===== src/rtl/bp_stream_mmio_mw.sv =====
// bp_stream_mmio_mw: BedRock I/O cmd (io_cmd_*) -> word stream (stream_*_o), inbound stream (stream_*_i) -> in-order io_resp_*; clk_i, sync reset_i
module bp_stream_mmio_mw_fifo #(
  parameter int width_p = 8,
  parameter int els_p = 2
) (
  input  logic               clk_i,
  input  logic               reset_i,
  input  logic [width_p-1:0] data_i,
  input  logic               v_i,
  output logic               ready_o,
  output logic [width_p-1:0] data_o,
  output logic               v_o,
  input  logic               yumi_i
);
  localparam int pw = els_p > 1 ? $clog2(els_p) : 1;
  logic [width_p-1:0] mem [els_p];
  logic [pw-1:0] rp, wp;
  logic [pw:0] cnt;
  logic enq, deq;
  assign v_o = cnt != '0;
  assign deq = yumi_i & v_o;
  assign ready_o = (cnt != (pw+1)'(els_p)) | deq;
  assign enq = v_i & ready_o;
  assign data_o = mem[rp];
  always_ff @(posedge clk_i) begin
    if (enq) mem[wp] <= data_i;
    if (reset_i) begin
      rp <= '0;
      wp <= '0;
      cnt <= '0;
    end else begin
      if (enq) wp <= wp == pw'(els_p-1) ? '0 : wp + 1'b1;
      if (deq) rp <= rp == pw'(els_p-1) ? '0 : rp + 1'b1;
      cnt <= cnt + (pw+1)'(enq) - (pw+1)'(deq);
    end
  end
endmodule

module bp_stream_mmio_mw #(
  parameter int paddr_width_p = 40,
  parameter int stream_data_width_p = 32,
  parameter int payload_width_p = 512,
  parameter int outstanding_els_p = 16,
  localparam int mem_header_width_lp = paddr_width_p + 7
) (
  input  logic                           clk_i,
  input  logic                           reset_i,
  input  logic [mem_header_width_lp-1:0] io_cmd_header_i,
  input  logic [payload_width_p-1:0]     io_cmd_data_i,
  input  logic                           io_cmd_v_i,
  output logic                           io_cmd_ready_o,
  output logic [mem_header_width_lp-1:0] io_resp_header_o,
  output logic [payload_width_p-1:0]     io_resp_data_o,
  output logic                           io_resp_v_o,
  input  logic                           io_resp_yumi_i,
  output logic                           stream_v_o,
  output logic [stream_data_width_p-1:0] stream_data_o,
  input  logic                           stream_yumi_i,
  input  logic                           stream_v_i,
  input  logic [stream_data_width_p-1:0] stream_data_i,
  output logic                           stream_ready_o
);
  localparam int hw = mem_header_width_lp;
  localparam int sw = stream_data_width_p;
  localparam int aw = (paddr_width_p + sw - 1) / sw;
  localparam int aws = aw * sw;
  localparam int pwd = payload_width_p / sw;
  localparam int cw = $clog2((aw > pwd ? aw : pwd) + 1);
  localparam int rw = $clog2(pwd + 1);
  typedef enum logic [1:0] {TX_IDLE, TX_ADDR, TX_DATA} tx_e;
  function automatic logic [rw-1:0] dwords(input logic [2:0] s);
    int b;
    b = (8 << s) / sw;
    return rw'(b < 1 ? 1 : b > pwd ? pwd : b);
  endfunction
  tx_e state, state_n;
  logic [cw-1:0] cnt, cnt_n;
  logic [hw-1:0] cmd_hdr, head_hdr;
  logic [payload_width_p-1:0] cmd_data, rdata, rdata_n;
  logic [sw-1:0] out_word;
  logic [aws-1:0] addr_ext;
  logic [rw-1:0] rcnt, rcnt_n, cmd_dw, head_dw;
  logic cmd_fifo_ready, cmd_v, cmd_yumi, out_v, out_ready, pend_v, pend_ready;
  logic head_v, pend_yumi, resp_push, resp_ready, cmd_wr, cmd_rd, head_rd, rx_fire, last;
  assign io_cmd_ready_o = cmd_fifo_ready & ~reset_i;
  bp_stream_mmio_mw_fifo #(.width_p(hw + payload_width_p), .els_p(2)) cmd_fifo (
    .clk_i, .reset_i, .data_i({io_cmd_header_i, io_cmd_data_i}), .v_i(io_cmd_v_i & io_cmd_ready_o),
    .ready_o(cmd_fifo_ready), .data_o({cmd_hdr, cmd_data}), .v_o(cmd_v), .yumi_i(cmd_yumi)
  );
  assign cmd_wr = cmd_hdr[3:0] == 4'd1 || cmd_hdr[3:0] == 4'd3;
  assign cmd_rd = cmd_hdr[3:0] == 4'd0 || cmd_hdr[3:0] == 4'd2;
  assign cmd_dw = dwords(cmd_hdr[6:4]);
  assign addr_ext = aws'(cmd_hdr[hw-1:7]);
  always_comb begin
    state_n = state;
    cnt_n = cnt;
    out_v = 1'b0;
    out_word = '0;
    pend_v = 1'b0;
    cmd_yumi = 1'b0;
    last = 1'b0;
    if (state == TX_IDLE) begin
      if (cmd_v & out_ready & pend_ready) begin
        out_v = 1'b1;
        out_word = sw'(cmd_hdr[6:0]);
        pend_v = 1'b1;
        cmd_yumi = ~(cmd_wr | cmd_rd);
        state_n = cmd_yumi ? TX_IDLE : TX_ADDR;
      end
    end else if (out_ready) begin
      out_v = 1'b1;
      out_word = state == TX_ADDR ? addr_ext[cnt*sw +: sw] : cmd_data[cnt*sw +: sw];
      last = state == TX_ADDR ? cnt + 1'b1 == cw'(aw) : cnt + 1'b1 == cw'(cmd_dw);
      state_n = !last ? state : (state == TX_ADDR && cmd_wr) ? TX_DATA : TX_IDLE;
      cmd_yumi = last && state_n == TX_IDLE;
      cnt_n = cnt + 1'b1;
    end
  end
  always_ff @(posedge clk_i) begin
    state <= reset_i ? TX_IDLE : state_n;
    cnt <= (reset_i || state_n != state) ? '0 : cnt_n;
  end
  bp_stream_mmio_mw_fifo #(.width_p(sw), .els_p(2)) out_fifo (
    .clk_i, .reset_i, .data_i(out_word), .v_i(out_v), .ready_o(out_ready),
    .data_o(stream_data_o), .v_o(stream_v_o), .yumi_i(stream_yumi_i)
  );
  bp_stream_mmio_mw_fifo #(.width_p(hw), .els_p(outstanding_els_p)) pend_fifo (
    .clk_i, .reset_i, .data_i(cmd_hdr), .v_i(pend_v), .ready_o(pend_ready),
    .data_o(head_hdr), .v_o(head_v), .yumi_i(pend_yumi)
  );
  assign head_rd = head_v && (head_hdr[3:0] == 4'd0 || head_hdr[3:0] == 4'd2);
  assign head_dw = dwords(head_hdr[6:4]);
  assign stream_ready_o = head_rd && rcnt < head_dw;
  assign rx_fire = stream_v_i & stream_ready_o;
  assign rcnt_n = rcnt + rw'(rx_fire);
  // the final word is merged combinationally so the response enqueues in the same cycle it arrives
  always_comb begin
    rdata_n = rdata;
    if (rx_fire) rdata_n[rcnt*sw +: sw] = stream_data_i;
  end
  assign resp_push = head_v && (!head_rd || rcnt_n == head_dw);
  assign pend_yumi = resp_push & resp_ready;
  always_ff @(posedge clk_i) begin
    rcnt <= (reset_i || pend_yumi) ? '0 : rcnt_n;
    rdata <= (reset_i || pend_yumi) ? '0 : rdata_n;
  end
  bp_stream_mmio_mw_fifo #(.width_p(hw + payload_width_p), .els_p(2)) resp_fifo (
    .clk_i, .reset_i, .data_i({head_hdr, head_rd ? rdata_n : '0}), .v_i(resp_push), .ready_o(resp_ready),
    .data_o({io_resp_header_o, io_resp_data_o}), .v_o(io_resp_v_o), .yumi_i(io_resp_yumi_i)
  );
endmodule


===== config.mk =====
export PLATFORM = sky130hd
export DESIGN_NAME = bp_stream_mmio_mw
export DESIGN_NICKNAME = d
export VERILOG_FILES = /design/src/rtl/bp_stream_mmio_mw.sv
export SDC_FILE = /design/constraint.sdc
export NUM_CORES = 2
export LEC_CHECK = 0
export ABC_AREA = 1
export CORE_MARGIN = 1.5
export CORE_UTILIZATION = 45
export DETAILED_ROUTE_END_ITERATION = 16
export RECOVER_POWER = 25
export SLEW_MARGIN = 30
export SYNTH_ARGS = -nofsm -noshare
export SYNTH_HDL_FRONTEND = slang
export SYNTH_SLANG_ARGS = --single-unit
export TNS_END_PERCENT = 20

===== constraint.sdc =====
create_clock -name clk_i -period 38.1 [get_ports clk_i]
set_input_delay 7.62 -clock clk_i [delete_from_list [all_inputs] [get_ports clk_i]]
set_output_delay 7.62 -clock clk_i [all_outputs]
set_load 0.005 [all_outputs]

==> flow_metrics.py <==
metrics = {
    "sta": {
        "max_freq_mhz": 44.2,
        "hold_ws_ns": 0.451,
        "finalMaxSlewViolations": 704,
        "slew_headroom_pct": -350,
        "period_needed_ns": 22.65,
        "final.setup.tns_ns": 0,
        "finalHoldViolCount": 0,
        "setup_viol": 0,
        "finalCritPeriodShare_pct": 59.4,
        "tightest_slew_ns": 6.75,
        "finClkSkew_ns": 0.0643,
        "rsz0062_at_grt": "false",
    },
    "layout": {
        "utilization_pct": 54.7,
        "instances_no_fill": 16800,
        "area_growth_pct": 20.6,
        "drive_gt1_share_pct": 12.3,
        "fin_nets": 12900,
    },
    "drt": {
        "totalWireLength_mm": 465,
        "vias": 95700,
        "wire_per_inst_um": 27.7,
        "drc_errors": 0,
        "first_iter_violations": 11400,
        "first_pass_iters": 6,
        "viasPerCell": 5.71,
        "ant_nets": 0,
    },
    "worst_hold_path": {
        "min_path_type": "flip-flop to flip-flop",
        "worstHoldStart": "out_fifo.rp$_SDFFE_PP0P_",
        "hold_depth": 1,
    },
    "worst_setup_path": {
        "critical-path-max-stage-delay_ns": 3.21,
        "r2r-end": "cmd_fifo.mem[1][479]$_DFFE_PP_",
        "critical_path.slowest_cell": "clkbuf_1",
        "worstPathMaxFanout": 92,
        "cp.arrival_ns": 15.03,
        "crit_type": "flip-flop to primary output",
        "path_delay_family": "buffers and inverters",
        "worst_setup_path_start_kind": "flip-flop",
        "cp_data_required_time_ns": 30.48,
        "r2r_cells": 37,
        "rrSetupSlack_ns": 20.22,
        "cp-end-kind": "primary output",
        "timing.critical_path.mode_cell": "nand2_1",
        "crit_buf_inv": 9,
    },
    "synth": {
        "synth_xor_area_share_pct": 0.111,
        "synth_flop_cell": "edfxtp_1",
        "yosys_register_bits": 3608,
        "synth_adder_area_share_pct": 0.270,
        "synth-compound-area-share_pct": 8.16,
        "yosys.area_share.simple_pct": 9.71,
        "synthMuxAreaShare_pct": 5.37,
        "netlist_area_sq_um": 142000,
        "synth_edf_count": 3052,
        "synthCells": 11200,
        "async_flop_share_pct": 0,
        "synth_nets": 11800,
        "ys.warnings.count": 0,
        "synth_top_family_by_area": "simple AND/OR/NAND/NOR gates",
        "synth_cell_types": 46,
        "synth_seq_area_share_pct": 72.5,
        "avgSynthCellArea_sq_um": 12.7,
    },
    "clocking": {
        "clk_latency_ns": 0.98,
        "cts-root-buf": "clkbuf_16",
        "cts_resized": 0,
        "cts_tree": "built",
        "post_cts_buffers": 0,
        "hold_buffers": 0,
        "h-tree-depth": 5,
        "cts.sinks": 3608,
        "path_clk_slew_ns": 0.06,
        "cts_buffers": 375,
        "clockBufferDepth": 4,
    },
    "pwr": {
        "ir_worst_vdd_mv": 0.103,
        "powerDensity_nw_per_um2": 75.8,
        "p_sw_share_pct": 32.8,
        "combPwrFrac_pct": 29.8,
        "p_clk_share_pct": 28.2,
        "internal-power_mw": 8.71,
        "pwr-share-seq_pct": 42.0,
        "p_leak_nw": 57.1,
        "power.switching_mw": 4.24,
    },
    "die": {
        "coreArea_sq_um": 313000,
        "initial_core_util_pct": 45.3,
        "row_count": 205,
        "die_x_um": 564,
        "top_level_ports": 1192,
        "die_y_um": 564,
        "dieArea_sq_um": 318000,
    },
    "grt": {
        "grtUsageTotal_pct": 28.3,
        "gr-total-overflow": 0,
        "grt_max_degree": 208,
        "grt_pass1_wl_mm": 647,
        "grt_pass1_vias": 90800,
        "antenna_found_initial": 239,
    },
    "placement": {
        "gp_congestion": 0.892,
        "port_buffers": 1191,
        "dp.cells": 16000,
        "hpwl_mm": 305,
    },
    "run_status": {
        "status": "finished, violations left",
        "violations": "max-capacitance violations, max-slew violations",
    },
    "job": {
        "max_cap_viol_count": 9,
    },
}
-- through the flow --
step / worst slack, ns / total power, mW / instance area, sq um
final: 15.45 / 13.0 / 171000
after global routing: 14.67 / 13.4 / 171000
after CTS: 18.23 / 13.0 / 170000
after detailed placement: 18.25 / 9.36 / 158000
after global placement: 18.27 / 9.28 / 158000
after floorplan: 3.99 / 7.96 / 142000
-- cell usage in the layout, fill, tap and decap left out, types with 311 or more instances in the layout --
cell,count
o221ai_1,330
clkbuf_16,381
nand3_1,311
clkdlybuf4s50_1,706
dlygate4sd3_1,485
edfxtp_1,3052
o21ai_0,909
nand2_1,719
a21oi_1,437
mux2_2,630
dfxtp_1,549
inv_1,640
nor2_1,2192
-- power groups by stage --
stage	sequential, mW	combinational [mW]	clock (mW)
2_1_floorplan	6.22	1.74	0
3_3_place_gp	5.51	3.77	0
3_5_place_dp	5.53	3.84	0
4_1_cts	5.45	3.85	3.70
5_1_grt	5.50	4.05	3.85
6_report	5.44	3.86	3.65
-- worst max-delay path by stage --
stage | from | endpoint | slack (ns) | depth (start not counted)
floorplan | stream_v_i | cmd_fifo.mem[0][0]$_DFFE_PP_ | 3.99 | 18
CTS | stream_v_i | io_cmd_ready_o | 18.23 | 19
global route | flip-flop | io_cmd_ready_o | 14.67 | 30
global placement | stream_v_i | io_cmd_ready_o | 18.27 | 19
finish | flip-flop | io_cmd_ready_o | 15.45 | 34
detailed placement | stream_v_i | io_cmd_ready_o | 18.25 | 19
-- per-layer routing --
layer	track usage (%)	share of wire [%]	vias up	routed length (um)
met2	43.5	45	4628	210000
met1	36.6	38	47700	178000
li1	-	-	42200	-
met3	6.57	9.7	1043	45200
met4	17.1	6.8	144	31700
met5	0	0.20	-	949
-- worst reg2reg max path, delay by kind of cell (launching register included) --
family	cells	cell delay, ns
simple gates	18	3.16
flops	1	1.15
compound gates	3	0.41
buf+inv	12	11.63
xor+xnor	1	0.24
fa+ha+maj	3	0.80
-- registers in the layout, indices dropped and copies added, names as in the netlist, 5 cells and up, named ones only --
register / flops
out_fifo.mem: 64
pend_fifo.cnt: 5
resp_fifo.mem: 1118
rdata: 512
rcnt: 5
pend_fifo.mem: 752
cnt: 5
cmd_fifo.mem: 1118
-- cells by family after synthesis --
logic type / Yosys count
flip-flops: 3608
buffers and inverters: 1429
AO/OA/AOI/OAI: 1975
XOR/XNOR: 18
multiplexers: 678
AND/OR/NAND/NOR: 3452
adder cells (fa/ha/maj): 30
-- synth_stat cells, types with 5 or more instances --
cell type,count,area share (%)
o21ai_1,34,0.12
or2_2,17,0.075
nand2_1,724,1.9
mux2i_1,18,0.13
o31ai_1,11,0.058
mux2_1,30,0.24
xor2_1,15,0.093
buf_2,104,0.37
o21ai_0,906,3.2
edfxtp_1,3052,65
nor3_1,96,0.34
buf_1,42,0.11
o22ai_1,71,0.31
nand3_1,311,1.1
inv_1,646,1.7
a31oi_1,122,0.54
dfxtp_1,556,7.9
nor2_1,2229,5.9
o211ai_1,42,0.22
clkinv_1,6,0.016
clkbuf_1,592,1.6
o221ai_1,330,2.0
a21oi_1,437,1.5
a31o_2,11,0.068
mux2_2,630,5.0
ha_1,29,0.26
inv_2,34,0.090
nand4_1,58,0.26
nor2_2,5,0.022
-- area by class of cell --
class	instances	area, sq um
sequential	3608	103000
timing repair buffer	1399	13900
multi-input combinational	6153	33900
antenna	96	240
inverter	686	2610
tap	4140	5180
clock inverter	167	1820
clock buffer	524	10400
fill	25600	142000
(Power assumes the default switching activity.)
